[src/rtl/buffer_writer.sv]
// Write side of the four packed packet buffers drained by the buffer reader.
// Appends tagged 2-bit packets at the tail and mirrors the reader's head pops.
module buffer_writer #(
  parameter int DEPTH   = 6,
  parameter int ENTRY_W = 3,
  parameter int DROP_W  = 8
) (
  input  logic                     clk,
  input  logic                     rst_n,
  input  logic                     in_valid,
  input  logic [1:0]               in_data,
  input  logic [1:0]               in_sel,
  output logic                     in_ready,
  input  logic                     pop_valid,
  input  logic [1:0]               pop_sel,
  output logic [DEPTH*ENTRY_W-1:0] buffer1_o,
  output logic [DEPTH*ENTRY_W-1:0] buffer2_o,
  output logic [DEPTH*ENTRY_W-1:0] buffer3_o,
  output logic [DEPTH*ENTRY_W-1:0] buffer4_o,
  output logic [2:0]               fill1,
  output logic [2:0]               fill2,
  output logic [2:0]               fill3,
  output logic [2:0]               fill4,
  output logic                     overflow,
  output logic [DROP_W-1:0]        drop_cnt
);

  localparam int BUF_W = DEPTH * ENTRY_W;
  localparam logic [2:0] FULL = 3'(DEPTH);

  logic [BUF_W-1:0] bufs     [4];
  logic [BUF_W-1:0] buf_nxt  [4];
  logic [2:0]       fills    [4];
  logic [2:0]       fill_nxt [4];
  logic             drop;

  // A pop on the selected buffer frees a slot in the same cycle, so a full
  // buffer still accepts when the reader is draining it.
  assign in_ready = (fills[in_sel] != FULL) ||
                    (pop_valid && (pop_sel == in_sel) && (fills[in_sel] != '0));

  // Pop shifts first; the push then lands at the post-pop fill index, which
  // yields the "write at old fill-1, fill unchanged" behaviour for push+pop.
  always_comb begin
    drop = 1'b0;
    for (int unsigned b = 0; b < 4; b++) begin
      buf_nxt[b]  = bufs[b];
      fill_nxt[b] = fills[b];
      if (pop_valid && (pop_sel == 2'(b)) && (fills[b] != '0)) begin
        buf_nxt[b]  = bufs[b] >> ENTRY_W;
        fill_nxt[b] = fills[b] - 3'd1;
      end
      if (in_valid && (in_sel == 2'(b))) begin
        if (fill_nxt[b] < FULL) begin
          for (int unsigned e = 0; e < DEPTH; e++) begin
            if (fill_nxt[b] == 3'(e)) begin
              buf_nxt[b][e*ENTRY_W +: ENTRY_W] = ENTRY_W'({in_data, 1'b1});
            end
          end
          fill_nxt[b] = fill_nxt[b] + 3'd1;
        end else begin
          drop = 1'b1;
        end
      end
    end
  end

  always_ff @(posedge clk or negedge rst_n) begin
    if (!rst_n) begin
      for (int unsigned b = 0; b < 4; b++) begin
        bufs[b]  <= '0;
        fills[b] <= '0;
      end
      overflow <= 1'b0;
      drop_cnt <= '0;
    end else begin
      for (int unsigned b = 0; b < 4; b++) begin
        bufs[b]  <= buf_nxt[b];
        fills[b] <= fill_nxt[b];
      end
      overflow <= drop;
      if (drop && (drop_cnt != '1)) begin
        drop_cnt <= drop_cnt + 1'b1;
      end
    end
  end

  assign buffer1_o = bufs[0];
  assign buffer2_o = bufs[1];
  assign buffer3_o = bufs[2];
  assign buffer4_o = bufs[3];
  assign fill1     = fills[0];
  assign fill2     = fills[1];
  assign fill3     = fills[2];
  assign fill4     = fills[3];

endmodule
[config.mk]
export PLATFORM = sky130hd
export DESIGN_NAME = buffer_writer
export DESIGN_NICKNAME = d
export VERILOG_FILES = /design/src/rtl/buffer_writer.sv
export SDC_FILE = /design/constraint.sdc
export NUM_CORES = 1
export LEC_CHECK = 0
export CORE_ASPECT_RATIO = 1.1
export CORE_UTILIZATION = 48
export CTS_BUF_LIST = sky130_fd_sc_hd__clkbuf_2
export DETAILED_ROUTE_END_ITERATION = 8
export PLACE_DENSITY = 0.79
export SYNTH_ARGS = -nofsm -noshare
export SYNTH_HDL_FRONTEND = slang
export SYNTH_SLANG_ARGS = --single-unit
[constraint.sdc]
create_clock -name clk -period 2.68 [get_ports clk]
set_clock_uncertainty 0.1 [all_clocks]
set_input_delay 0.268 -clock clk [delete_from_list [all_inputs] [get_ports clk]]
set_output_delay 0.268 -clock clk [all_outputs]
set_load 0.005 [all_outputs]
==> results.py <==
metrics = {
    "status": {
        "status": "completed",
    },
    "timing": {
        "fmax_mhz": 392,
        "setup_violations": 0,
        "fin_crit_sh_pct": 95.3,
        "slew_viol_final": 0,
        "worstMarginPinSlew_ns": 0.651,
        "finalCriticalPeriod_ns": 2.55,
        "hold_violations": 0,
        "holdWs_ns": 0.100,
        "maxSlewHeadroom_pct": 56.6,
    },
    "worst_setup_path": {
        "cp_top_family": "simple AND/OR/NAND/NOR gates",
        "cp_slowest_cell": "dfrtp_1",
        "cp-end-kind": "flop",
        "critPathMaxFanout": 5,
        "critPathBufInv": 2,
        "crit_type": "reg -> reg",
        "startpoint_type": "flop",
        "rrSetupSlack_ns": 0.13,
        "cp-startpoint": "fill3[0]$_DFF_PN0_",
        "reg2reg_from": "fill3[0]$_DFF_PN0_",
        "critical_path_arrival_ns": 2.97,
        "cp_cell_sequence": "inv_1 -> ha_1 -> nor2b_1 -> nor3_4 -> mux2i_4 -> clkinv_2 -> nor2_2 -> a221oi_4 -> nor4b_4 -> mux2_1",
        "cp.required_ns": 3.10,
        "slowest_delay_ns": 0.41,
    },
    "synth": {
        "yosysWarningCount": 0,
        "synth-edff-count": 0,
        "avgSynthCellArea_um2": 10.0,
        "ys_seq_elements": 93,
        "synth.distinct_cells": 53,
        "netlist_area_um2": 4970,
        "synth_flop_cell": "dfrtp_1",
        "synth_top_area_share_pct": 46.8,
        "synth_cells": 497,
        "synth_area_leader_cell": "dfrtp_1",
        "syn-num-nets": 536,
        "ys_seq_area_share_pct": 46.8,
        "synthArstFlopShare_pct": 100,
        "synth.area.top_cells": "dfrtp_1, mux2i_1, ha_1",
    },
    "drt": {
        "drcViolationCount": 0,
        "routedWlPerCell_um": 15.8,
        "dr.pass1.iters": 4,
        "drtIter0Drc": 160,
        "viasPerCell": 5.39,
        "ant_nets": 0,
        "num_vias": 4115,
        "wl_um": 12100,
    },
    "global_route": {
        "grtUsageTotal_pct": 23.7,
        "grt.overflow.total": 0,
        "antenna_found_initial": 1,
        "grt_max_degree": 50,
        "grt_pass1_wl_um": 20000,
        "grt_pass1_vias": 4091,
    },
    "clock_tree": {
        "clockBufferDepth": 2,
        "cts_root_buffer": "clkbuf_2",
        "path_clk_slew_ns": 0.26,
        "cts_made_buffers": 9,
        "h-tree-depth": 3,
        "clkLatencyLatePin_ns": 0.58,
        "clock_sink_count": 93,
        "cts_tree": "done",
    },
    "power_and_ir_drop": {
        "power.density_nw_per_um2": 989,
        "ir_drop_uv": 444,
        "power_leakage_nw": 3.13,
        "power_mw": 6.51,
    },
    "layout": {
        "final_util_pct": 66.0,
        "layout_commonest_cell": "clkdlybuf4s50_1",
        "fin_nets": 678,
        "drive_gt1_share_pct": 13.8,
        "areaGrowthSynthToFinish_pct": 32.6,
        "mostFrequentLayoutCells": "clkdlybuf4s50_1, dfrtp_1, nand2_1",
    },
    "place": {
        "port_buffers": 103,
        "dp_hpwl_um": 8960,
        "routabilityCongestion": 0.850,
    },
    "floorplan": {
        "core_um2": 9980,
        "die_area_um2": 10800,
        "rows": 38,
        "floorplan.initialDensity_pct": 49.8,
        "pin_count": 104,
        "die_y_um": 109,
        "die_w_um": 99.0,
    },
    "worst_hold_path": {
        "hp-class": "in -> async",
    },
    "run": {
        "cap_violations": 0,
    },
}
logic make-up after synthesis:
group           synth area share [%]
mux                             12.4
buf+inv                         3.80
compound gates                  9.65
simple gates                    17.2
fa+ha+maj                       7.30
xor+xnor                        2.82
flops                           46.8
worst reg2reg max path: stages (launching register included):
cell,delay [ns]
dfrtp_1,0.41
inv_1,0.08
ha_1,0.21
nor2b_1,0.15
nor3_4,0.23
mux2i_4,0.30
clkinv_2,0.08
nor2_2,0.16
a221oi_4,0.13
nor4b_4,0.32
mux2_1,0.34
cells in the mapped netlist, drive strengths merged, types with 4 or more instances:
library cell and instances:
inv 24, dfrtp 93, ha 29, a31oi 6
nor3b 4, xor2 6, buf 9, clkbuf 12
nand3 21, mux2i 54, a21oi 27, xnor2 10
a21o 5, o21ai 20, nor2b 5, nand2 71
nor3 9, a211o 4, nor2 48
sequential cells by signal, indices dropped and copies added, names as in the netlist:
name,count
fill1,3
fill4,3
fill3,3
buffer4_o,18
buffer2_o,18
buffer3_o,18
fill2,3
buffer1_o,18
drop_cnt,8
overflow,1
through the flow:
stage                     worst slack (ns)  instances  setup TNS [ns]  cell area [um^2]
after global placement             -0.0864        747          -0.296              6440
after CTS                         0.000101        764               0              6540
after detailed placement            -0.182        747           -1.05              6440
after floorplan                    0.00970        497               0              4970
final                                0.126        764               0              6590
after global routing              -0.00209        764        -0.00209              6590
where the power goes:
group	total (mW)	switching, mW	internal (mW)
registers	2.45	0.487	1.96
logic	3.44	1.44	1.99
clock network	0.628	0.501	0.126
repair_timing:
action,in CTS,in global routing
hold endpoints to repair,48,0
setup buffers,1,0
hold buffers,1,0
resized for setup,1,9
pin swaps,0,2
endpoints found under the setup margin,2,24
per-layer routing:
metal | vias to the layer above | global-route usage (%) | routed length, um
li1 | 1996 | - | -
met1 | 2015 | 29.3 | 5230
met2 | 86 | 41.6 | 6190
met3 | 18 | 3.40 | 385
met4 | 0 | 10.2 | 252
met5 | - | 0 | 0
worst paths after layout:
check | end | depth (start not counted)
max | drop_cnt[6]$_DFFE_PN0P_ | 10
min | buffer2_o[11]$_DFF_PN0_ | 2
max reg2reg | drop_cnt[6]$_DFFE_PN0P_ | 10
min reg2reg | drop_cnt[7]$_DFFE_PN0P_ | 1
max in group asynchronous | fill1[2]$_DFF_PN0_ | 3
min in group clk | fill2[2]$_DFF_PN0_ | 3
cell type report:
cell class,instances,area (um^2)
flip-flops and latches,93,2330
multi-input cells,358,2490
repair buffers,152,1440
inverters,25,97.6
clock inverters,5,36.3
clock buffers,10,50.0
fillers,815,3400
diodes,1,2.50
well taps,120,150
(Power assumes the default switching activity.)
